## config.mk

```make
export PLATFORM = sky130hd
export DESIGN_NAME = channel_phase_gen
export DESIGN_NICKNAME = d
export VERILOG_FILES = /design/src/rtl/channel_phase_gen.sv
export SDC_FILE = /design/constraint.sdc
export NUM_CORES = 1
export LEC_CHECK = 0
export ABC_AREA = 0
export CORE_ASPECT_RATIO = 1.4
export CORE_MARGIN = 1.5
export CORE_UTILIZATION = 57
export DETAILED_ROUTE_END_ITERATION = 7
export PLACE_DENSITY = 0.87
export SLEW_MARGIN = 40
export SYNTH_ARGS = -nofsm -noshare
export SYNTH_HDL_FRONTEND = slang
export SYNTH_SLANG_ARGS = --single-unit
export TNS_END_PERCENT = 1
```

## constraint.sdc

```tcl
create_clock -name i_clk -period 2.86 [get_ports i_clk]
set_clock_uncertainty 0.05 [all_clocks]
set_input_delay 0.572 -clock i_clk [delete_from_list [all_inputs] [get_ports i_clk]]
set_output_delay 0.572 -clock i_clk [all_outputs]
set_load 0.1 [all_outputs]
```

## src/rtl/channel_phase_gen.sv

```systemverilog
// channel_phase_gen: divides clk by a programmable note divider and advances an M-bit phase counter for the square stage.
module channel_phase_gen #(
    parameter int M = 6,
    parameter int D = 16
) (
    input  logic         i_clk,
    input  logic         i_rst_n,
    input  logic         i_cfg_valid,
    output logic         o_cfg_ready,
    input  logic [D-1:0] i_cfg_div,
    input  logic         i_cfg_retrig,
    input  logic         i_gate,
    output logic [M-1:0] o_period,
    output logic         o_wrap,
    output logic         o_active
);
    typedef enum logic {IDLE, RUN} state_t;
    state_t r_state, w_state_nxt;
    logic [D-1:0] r_div_cur, r_div_pend, r_cnt, w_div_eff, w_div_nxt, w_div_pend_nxt, w_cnt_nxt;
    logic [M-1:0] r_phase, w_phase_nxt;
    logic r_pend, r_wrap, w_xfer, w_retrig, w_load, w_step, w_wrap_step, w_run, w_apply;
    logic w_pend_nxt, w_wrap_nxt;
    always_ff @(posedge i_clk or negedge i_rst_n) begin
        if (!i_rst_n) r_state <= IDLE;
        else r_state <= w_state_nxt;
    end
    always_comb begin
        w_xfer      = i_cfg_valid && !r_pend;
        w_retrig    = w_xfer && i_cfg_retrig;
        w_load      = w_xfer && !i_cfg_retrig;
        w_div_eff   = w_retrig ? i_cfg_div : r_div_cur;
        w_state_nxt = (i_gate && w_div_eff != '0) ? RUN : IDLE;
    end
    // w_run: phase keeps counting; any retrigger, gate fall or IDLE cycle restarts it at 0
    always_comb begin
        w_step         = r_cnt == r_div_cur;
        w_wrap_step    = w_step && r_phase == '1;
        w_run          = r_state == RUN && w_state_nxt == RUN && !w_retrig;
        w_apply        = r_pend && (r_state == IDLE || (w_run && w_wrap_step));
        w_div_nxt      = w_retrig ? i_cfg_div : w_apply ? r_div_pend : r_div_cur;
        w_div_pend_nxt = w_load ? i_cfg_div : r_div_pend;
        w_pend_nxt     = w_load || (r_pend && !w_apply);
        w_cnt_nxt      = (!w_run || w_step) ? '0 : r_cnt + 1'b1;
        w_phase_nxt    = !w_run ? '0 : r_phase + M'(w_step);
        w_wrap_nxt     = w_run && w_wrap_step;
    end
    always_ff @(posedge i_clk or negedge i_rst_n) begin
        if (!i_rst_n) begin
            r_div_cur  <= '0;
            r_div_pend <= '0;
            r_pend     <= 1'b0;
            r_cnt      <= '0;
            r_phase    <= '0;
            r_wrap     <= 1'b0;
        end else begin
            r_div_cur  <= w_div_nxt;
            r_div_pend <= w_div_pend_nxt;
            r_pend     <= w_pend_nxt;
            r_cnt      <= w_cnt_nxt;
            r_phase    <= w_phase_nxt;
            r_wrap     <= w_wrap_nxt;
        end
    end
    always_comb begin
        o_active    = r_state == RUN;
        o_cfg_ready = !r_pend;
        o_period    = r_phase;
        o_wrap      = r_wrap;
    end
endmodule
```

==> results of run 1 <==
## metal layers
metal | global-route usage [%] | vias to the layer above | routed length [um] | part of all wire [%]
li1 | - | 1104 | - | -
met1 | 34.5 | 1221 | 2710 | 38
met2 | 46.6 | 135 | 3750 | 52
met3 | 6.36 | 26 | 538 | 7.4
met4 | 12.2 | 0 | 218 | 3.0
met5 | 0 | - | 0 | 0
## kinds of logic (layout without fill, tap and decap cells)
group                    Yosys count  count (layout)  share of synthesized area (%)
AO/OA/AOI/OAI                     51              51                           16.4
XOR/XNOR                          34              34                           9.95
adder cells (fa/ha/maj)            3               3                           1.25
buffers and inverters             22              59                           3.68
flip-flops                        57              57                           47.7
multiplexers                      16              16                           6.02
AND/OR/NAND/NOR                   90              90                           15.1
## worst register-to-register path, cell delays in order, from the launching register on
cell,delay [ns]
dfrtp_1,0.45
xor2_1,0.17
nor4_1,0.35
nand4_1,0.40
buf_4,0.30
or2_1,0.25
buf_4,0.19
o211ai_1,0.19
## cell usage in the layout, fill, tap and decap left out
cell	instances
o211ai_1	7
a31o_2	1
buf_2	1
and3_1	5
clkbuf_8	11
nor3b_2	1
a222oi_1	16
nor4_1	12
nand3_1	5
dfrtp_1	57
inv_1	3
buf_4	21
o211ai_2	9
nor2_1	26
nand2_1	25
or4_4	1
nand4_1	7
and4_4	1
nor3b_1	1
clkbuf_1	3
buf_12	1
a21oi_1	1
and2_1	2
ha_1	3
mux2_2	16
nand2b_1	1
o2111ai_1	16
nand3b_1	1
xnor2_1	8
o211a_1	1
xor2_1	26
or2_1	1
clkdlybuf4s50_1	19
and4_1	1
## path summary, 6_finish.rpt
path,end,slack (ns),cells after the start
worst max-delay path,r_div_cur[4],0.41,7
worst min-delay path,o_period[4],0.21,1
worst max register to register,r_div_cur[4],0.41,7
worst min register to register,r_cnt[0],0.48,1
max in group asynchronous,r_div_cur[7],1.95,2
min in group i_clk,r_cnt[0],0.48,1
## area by class of cell
class	count	area, sq um	share of cell area [%]
Multi-Input combinational cell	194	1460	41.4
Sequential cell	57	1430	40.6
Timing Repair Buffer	42	373	10.6
Clock buffer	14	163	4.63
Tap cell	66	82.6	2.35
Inverter	3	11.3	0.321
## sequential cells by signal, indices dropped and copies added (netlist names)
register / count
o_active: 1
o_period: 6
o_wrap: 1
r_cnt: 16
r_div_cur: 16
r_div_pend: 16
r_pend: 1
## power groups by stage
stage                     Clock [mW]  Sequential, mW  Combinational [mW]
after floorplan                    0            1.05               0.310
after global placement             0            1.10               0.416
after detailed placement           0            1.10               0.434
after CTS                      0.656            1.09               0.436
after global routing           0.685            1.11               0.476
final                          0.645            1.10               0.435
## stage by stage
step	cells	area [sq um]
after floorplan	273	2990
after global placement	362	3350
after global routing	376	3510
after detailed placement	362	3350
after CTS	376	3510
final	376	3510
==> flow_summary.yaml, run 1 <==
power:
  power.net_switching_mw: 0.671
  peakVddDrop_uv: 477
  p_sw_share_pct: 30.8
  p_seq_share_pct: 50.5
  p_int_mw: 1.51
  power_frac_clock_pct: 29.6
  power_density_nw_per_um2: 621
  leakagePower_nw: 1.47
  comb_power_share_pct: 20.0
  power_mw: 2.18
yosys:
  synth_async_sr_flop_share_pct: 100
  synthFlopType: "dfrtp_1"
  synth_fp_nets: 297
  synth_edf_count: 0
  synth_seq_cells: 57
  synth.top_cells.by_area: "dfrtp_1 (48%), xor2_1 (7.6%), mux2_2 (6.0%), a222oi_1 (5.4%), o2111ai_1 (4.7%)"
  netlist_top_cells_count: "dfrtp_1 (57), nor2_1 (26), xor2_1 (26), nand2_1 (25)"
  ys_warn_count: 0
  syn_inst: 273
  synth_top_area_share_pct: 47.7
  synth_top_area_cell: "dfrtp_1"
  synth.avg_cell_area_sq_um: 11.0
  syn-cell-area_sq_um: 2990
  ys_seq_area_share_pct: 47.7
  synth_cell_types: 33
  synth.most_common_cell: "dfrtp_1"
timing:
  max_freq_mhz: 409
  finalCritPeriodShare_pct: 85.6
  final-hold-violation-count: 0
  finalMaxSlewViolations: 0
  worst_pin_slew_ns: 0.652
  fin_hold_ws_ns: 0.212
  rsz0062_at_grt: "false"
  slew-limit-headroom_pct: 56.5
  layout_setup_ws_ns: 0.413
  setup_viol: 0
  period_needed_ns: 2.45
  setup_tns_ns: 0
final_layout:
  fillCellCount: 383
  final_util_pct: 68.6
  layout-drive-gt1-share_pct: 20.3
  antenna_cells: 0
  area_growth_syn_to_layout_pct: 17.4
  fin_nets: 331
worst_setup_path:
  crit_type: "reg -> reg"
  startpoint: "r_cnt[4]"
  critPathMaxFanout: 10
  cp-start-kind: "flip-flop"
  crit_family: "simple AND/OR/NAND/NOR gates"
  r2r_start: "r_cnt[4]"
  cp.arrival_ns: 2.64
  worstSetupEndpointType: "flip-flop"
  critPathMaxStageDelay_ns: 0.45
  path_cells: "xor2_1, nor4_1, nand4_1, buf_4, or2_1, buf_4, o211ai_1"
  critPathBufInv: 2
  crit_top_cell: "buf_4"
  crit_path_top_delay_cell: "dfrtp_1"
  critPathRequiredTime_ns: 3.06
clock_network:
  cts_tree: "built"
  cts-resized-gates: 0
  cts_max_path_buffers: 2
  clock_latency_ns: 0.34
  cts_hold_buf: 0
  cts_setup_buffers: 0
  cts_made_buffers: 9
  cts_sinks: 57
  root_buffer: "clkbuf_8"
  cts_htree_levels: 3
  clk_pin_slew_worst_paths_ns: 0.06
floorplan:
  dieArea_sq_um: 5700
  die_y_um: 88.7
  die_x_um: 64.2
  pin_count: 30
  initial_utilization_pct: 58.4
  rows: 31
  coreArea_sq_um: 5120
routing:
  drt_iter0_markers: 298
  wire_per_inst_um: 19.2
  routed_wl_mm: 7.22
  drtPass1Iterations: 6
  vias: 2486
  vias_per_cell: 6.61
  postRouteAntennaNets: 0
  drc: 0
global_routing:
  grt_pass1_vias: 2424
  grt_usage_pct: 27.7
  grt_max_degree: 30
  grt_antenna_before_repair: 0
  grt_pass1_wl_mm: 12.0
  grt_overflow: 0
place:
  gp_congestion: 0.832
  hpwl_mm: 4.92
  pre_cts_slack_ns: 0.259
  io_buffers: 29
min_path:
  min_path_type: "in -> async"
job:
  maxCapViolations: 0
run_status:
  status: "completed"
Power figures use the tool's default switching activity.
==> inputs of run 2 (changes only) <==
REMOVE_ABC_BUFFERS = 1   (was default)
==> flow_summary.yaml, run 2 (synthesis results as in run 1) <==
final_layout:
  fin_nets: 330
  layout-drive-gt1-share_pct: 20.6
  area_growth_syn_to_layout_pct: 18.2
  layout_common_cells: "dfrtp_1 (57), xor2_1 (26), nor2_1 (26), nand2_1 (25), buf_4 (20)"
  fin_area_sq_um: 3540
  fillCellCount: 395
  reg_top3: "r_cnt x16, r_div_cur x16, r_div_pend x16"
  stdcell_count: 376
  antenna_cells: 0
  layout_commonest_cell: "dfrtp_1"
worst_setup_path:
  worstSetupEndpointType: "flip-flop"
  crit_path_top_delay_cell: "dfrtp_1"
  cp.arrival_ns: 2.45
  critPathMaxFanout: 8
  critPathMaxStageDelay_ns: 0.45
  crit_type: "reg -> reg"
  cp-start-kind: "flip-flop"
  path_cells: "xor2_1, nor4_1, nand4_1, inv_1, ha_1, ha_1, nand3_1, xor2_1, nor2_1"
  critPathRequiredTime_ns: 3.04
clock_network:
  cts_hold_buf: 0
  cts_setup_buffers: 0
  cts_sinks: 57
  clk_pin_slew_worst_paths_ns: 0.06
  cts_tree: "built"
  clock_latency_ns: 0.35
  cts-resized-gates: 0
  root_buffer: "clkbuf_8"
  cts_htree_levels: 3
  cts_max_path_buffers: 2
  cts_made_buffers: 9
min_path:
  min_path_type: "in -> async"
global_routing:
  grt_max_degree: 34
  grt_pass1_wl_mm: 11.5
  grt_usage_pct: 26.9
  grt_pass1_vias: 2331
  grt_antenna_before_repair: 0
  grt_overflow: 0
timing:
  final-hold-violation-count: 0
  finalMaxSlewViolations: 0
  max_freq_mhz: 439
  finalCritPeriodShare_pct: 79.6
  slew-limit-headroom_pct: 62.9
  period_needed_ns: 2.28
  setup_viol: 0
  rsz0062_at_grt: "false"
  worst_pin_slew_ns: 0.557
run_status:
  status: "completed"
power:
  comb_power_share_pct: 19.1
  power.net_switching_mw: 0.673
  p_int_mw: 1.60
  p_sw_share_pct: 29.6
  p_seq_share_pct: 48.2
  power_frac_clock_pct: 32.7
  peakVddDrop_uv: 454
  leakagePower_nw: 1.48
  power_density_nw_per_um2: 643
place:
  io_buffers: 29
  gp_congestion: 0.882
  hpwl_mm: 4.84
  placed_area_sq_um: 3340
  place_inst: 361
routing:
  drc: 0
  drtPass1Iterations: 6
  drt_iter0_markers: 272
  routed_wl_mm: 7.05
  vias_per_cell: 6.57
  vias: 2471
  postRouteAntennaNets: 0
  wire_per_inst_um: 18.8
floorplan:
  pin_count: 30
  coreArea_sq_um: 5120
  dieArea_sq_um: 5700
  initial_utilization_pct: 58.4
  die_x_um: 64.2
  rows: 31
  die_y_um: 88.7
job:
  maxCapViolations: 0
[run 2: cell types whose count changed in the layout (fill, tap and decap cells not counted), sizes merged]
cell      previous run  this run
bufinv               0         1
buf                 23        22
clkbuf              14        13
clkinvlp             0         1
[run 2: layer usage]
| layer | vias to the layer above | wire [um] | track usage, % |
|---|---|---|---|
| met5 | - | 0 | 0 |
| met4 | 0 | 266 | 15.7 |
| li1 | 1104 | - | - |
| met3 | 29 | 489 | 8.14 |
| met2 | 128 | 3730 | 45.0 |
| met1 | 1210 | 2560 | 30.6 |
[run 2: path summary, 6_finish.rpt]
| path | from | endpoint | slack [ns] | depth (start not counted) |
|---|---|---|---|---|
| worst max-delay path | r_div_cur[2] | o_period[4] | 0.58 | 9 |
| worst min register to register | r_div_pend[10] | r_div_pend[10] | 0.49 | 1 |
| worst max register to register | r_div_cur[2] | o_period[4] | 0.58 | 9 |
| max in group asynchronous | i_rst_n | o_period[3] | 2.04 | 2 |
| worst min-delay path | i_rst_n | r_div_pend[13] | 0.17 | 1 |
| min in group i_clk | r_div_pend[10] | r_div_pend[10] | 0.49 | 1 |
[run 2: layout make-up]
cell class,instances,area (sq um),share of cell area (%)
Timing Repair Buffer,41,365,10.3
Clock buffer,13,159,4.49
Inverter,3,11.3,0.318
Multi-Input combinational cell,194,1460,41.1
Clock inverter,2,37.5,1.06
Sequential cell,57,1430,40.3
Tap cell,66,82.6,2.33
[run 2: worst max-delay path, delay by kind of cell (launching register included)]
kind | cells | cell delay [ns]
xor gates and xnor gates | 2 | 0.36
adders and majority gates | 2 | 0.38
buffers and inverters | 1 | 0.14
DFF | 1 | 0.45
and+or+nand+nor | 4 | 0.80
[run 2: power by group through the flow]
| stage | sequential (mW) | combinational (mW) | clock [mW] |
|---|---|---|---|
| after global placement | 1.09 | 0.414 | 0 |
| after detailed placement | 1.10 | 0.431 | 0 |
| final | 1.10 | 0.434 | 0.745 |
| after floorplan | 1.06 | 0.295 | 0 |
| after global routing | 1.11 | 0.471 | 0.793 |
| after CTS | 1.09 | 0.435 | 0.757 |
[run 2: stage by stage]
step	worst slack, ns	setup TNS (ns)	utilization, %	hold slack, ns	total power [mW]
2_1_floorplan	-0.163	-0.701	-	0.226	1.36
3_3_place_gp	0.328	0	65.2	0.465	1.51
3_5_place_dp	0.257	0	65.2	0.471	1.53
4_1_cts	0.573	0	69.1	0.183	2.28
5_1_grt	0.390	0	69.1	0.208	2.38
6_report	0.584	0	69.1	0.169	2.28
==> variant: new RTL, config.mk and constraints of run 1 <==
Change the parameter `D` from 16 to 32.
--- a/src/rtl/channel_phase_gen.sv
+++ b/src/rtl/channel_phase_gen.sv
@@ -3,3 +3,3 @@
     parameter int M = 6,
-    parameter int D = 16
+    parameter int D = 32
 ) (
Ports: changed (resized i_cfg_div); port bits go from 30 to 46. The function was not compared with the original's and may differ.
==> variant against run 1 <==
  * Sequential cell count increased by 48
  * Total power increased by 79%
  * Sequential share of layout area increased by 2.8 points
  * Fmax decreased by 11%
  * Synthesized cell count increased by 71%
  * Area after synthesis increased by 70%
  * Worst setup slack got worse by 0.30 ns
  * Design area increased by 73%
  * Count of clock-buffer cells in the layout decreased by 1
  * Die area increased by 67%
  * Clock power increased by 100%
  * Wire length increased by 69%
  * Critical endpoint is now r_div_cur[30]
  * Largest cell class is now registers
  * Largest power group unchanged
  * Highest routed layer unchanged
==> variant: results (changes against run 1) <==
----------------------------------------------------
[Clock network]
  Worst skew pair latency ... 0.35 ns
  Clock transition at the registers of the reported paths ... 0.07 ns
  Htree depth ... 3 (unchanged)
  CTS root buf ... sky130_fd_sc_hd__clkbuf_16
  Maximum buffer depth of the clock tree ... 2 (unchanged)
  Count of cells resized by post-cts repair ... 0 (unchanged)
  Post CTS Setup Buffer Count ... 0 (unchanged)
  CTS Buf Count ... 9 (unchanged)

[Pwr]
  Leakage component of the power ... 2.42 nW (+65%)
  Largest voltage drop on the vdd net ... 0.000528 V (+11%)

[Placed design]
  PortBufs ... 45 (+55%)
  Area after DPL ... 0.00573 mm² (+71%)
  RePlAce Congestion ... 0.898 (+7.9%)
  Detailed-placement wirelength estimate ... 8360 µm (+70%)

[Worst setup path]
  Critical path class ... reg -> reg
  Crit path arrival time ... 2.92 ns (+0.28 ns)
  Maximum fanout along the worst path ... 32 (+22)
  Terminus of the critical flop-to-flop path ... r_div_cur[30]
  Worst reg2reg path depth ... 8 (+1)
  Slack of the worst reg-to-reg path ... 0.12 ns (-0.30 ns)
  Crit path from ... r_div_cur[24]

[Min path]
  Hold WC Path Type ... in -> async

[Routing]
  Number of DRC violations after detailed-routing iteration 0 ... 264 (-11%)
  First-pass detailed-route iteration total ... 4 (-2)
  Routed wire length ... 12200 µm (+69%)
  Total via count in the routed design ... 3754 (+51%)

[Cells and area]
  Registers with the most flip-flops ... r_cnt: 32 flops, r_div_cur: 32 flops, r_div_pend: 32 flops
  Fraction of final layout cells sized beyond drive strength 1 ... 15.8% (-4.5 points)
  Count of antenna diodes in the layout ... 0 (unchanged)
  Net total in the final layout ... 565 (+71%)

[Yosys]
  Synth cell count leaders ... 105 x sky130_fd_sc_hd__dfrtp_1, 81 x sky130_fd_sc_hd__nor2_1, 46 x sky130_fd_sc_hd__xnor2_1
  Synthesized netlist net count ... 506 (+70%)
  Compound-gate portion of the synthesized area ... 4.03% (-12 points)
  Post-synthesis xor/xnor area fraction ... 11.4% (+1.4 points)
  Number of warnings reported in the yosys synthesis log ... 0 (unchanged)
  Proportion of synthesized chip area in sequential cells ... 51.6% (+4.0 points)
  Synth Flop Type ... sky130_fd_sc_hd__dfrtp_1
  Top area cells in the synthesized netlist ... sky130_fd_sc_hd__dfrtp_1 52%, sky130_fd_sc_hd__xnor2_1 7.9%, sky130_fd_sc_hd__mux2_2 7.1%, sky130_fd_sc_hd__mux2i_1 6.3%, sky130_fd_sc_hd__nor2_1 6.0%
  Synth unique cells ... 30 (-9.1%)
  Fraction of the mapped netlist area in adder cells ... 0.738% (-0.52 points)
  Ys async rst share ... 100% (unchanged)
  Mux share of post-synthesis cell area ... 13.4% (+7.4 points)

[GRT]
  Antenna violations before repair ... 0 (unchanged)
  First-pass GRT wire length ... 19900 µm (+65%)
  Via count of the first global-routing pass ... 3897 (+61%)
  Maximum number of pins on one net before global-route repair ... 48 (+60%)
  Overall routing resource usage ... 27.0% (-0.70 points)

[Run status]
  Result of the run ... complete, no violations

[Timing]
  Tightest slew margin relative to the limit ... 59.3% (+2.8 points)

----------------------------------------------------
[variant: area by class of cell]
cell class / count / area, µm²
fillers: 619 / 2550
inverters: 6 / 22.5
clock buffers: 13 / 270
clock inverters: 3 / 46.3
multi-input cells: 338 / 2350
flip-flops and latches: 105 / 2630
repair buffers: 65 / 613
well taps: 105 / 131
[variant: metrics by stage]
step | setup TNS [ns] | hold WS, ns | setup slack [ns] | cells
finish | 0 | 0.178 | 0.117 | 635
global route | 0 | 0.231 | 0.00405 | 635
CTS | 0 | 0.198 | 0.128 | 635
detailed placement | -5.90 | 0.446 | -0.240 | 619
global placement | -3.52 | 0.440 | -0.126 | 619
floorplan | 0 | 0.226 | 0.384 | 466
[variant: kinds of logic after synthesis]
group	Yosys count
and+or+nand+nor	170
muxes	64
DFF	105
adders and majority gates	3
AOI/OAI and AO/OA	35
xor gates and xnor gates	66
buffers and inverters	23
[variant: routing by layer]
| layer | global-route usage, % | part of all wire [%] |
|---|---|---|
| met1 | 31.5 | 40 |
| met5 | 0 | 0 |
| met2 | 47.9 | 53 |
| met3 | 3.59 | 2.5 |
| met4 | 16.3 | 4.9 |
[variant: power by group]
group          internal (mW)  switching, mW
registers               1.71          0.232
clock network          0.754          0.544
logic                  0.349          0.303
total                   2.82           1.08
[variant: worst max-delay path: stages, from the launching register on]
cell	delay [ns]
sky130_fd_sc_hd__dfrtp_1	0.44
sky130_fd_sc_hd__xnor2_1	0.27
sky130_fd_sc_hd__nand4_1	0.17
sky130_fd_sc_hd__nor4_2	0.49
sky130_fd_sc_hd__nand4_1	0.22
sky130_fd_sc_hd__o32ai_4	0.29
sky130_fd_sc_hd__buf_12	0.28
sky130_fd_sc_hd__mux2i_1	0.28
sky130_fd_sc_hd__a21oi_1	0.11
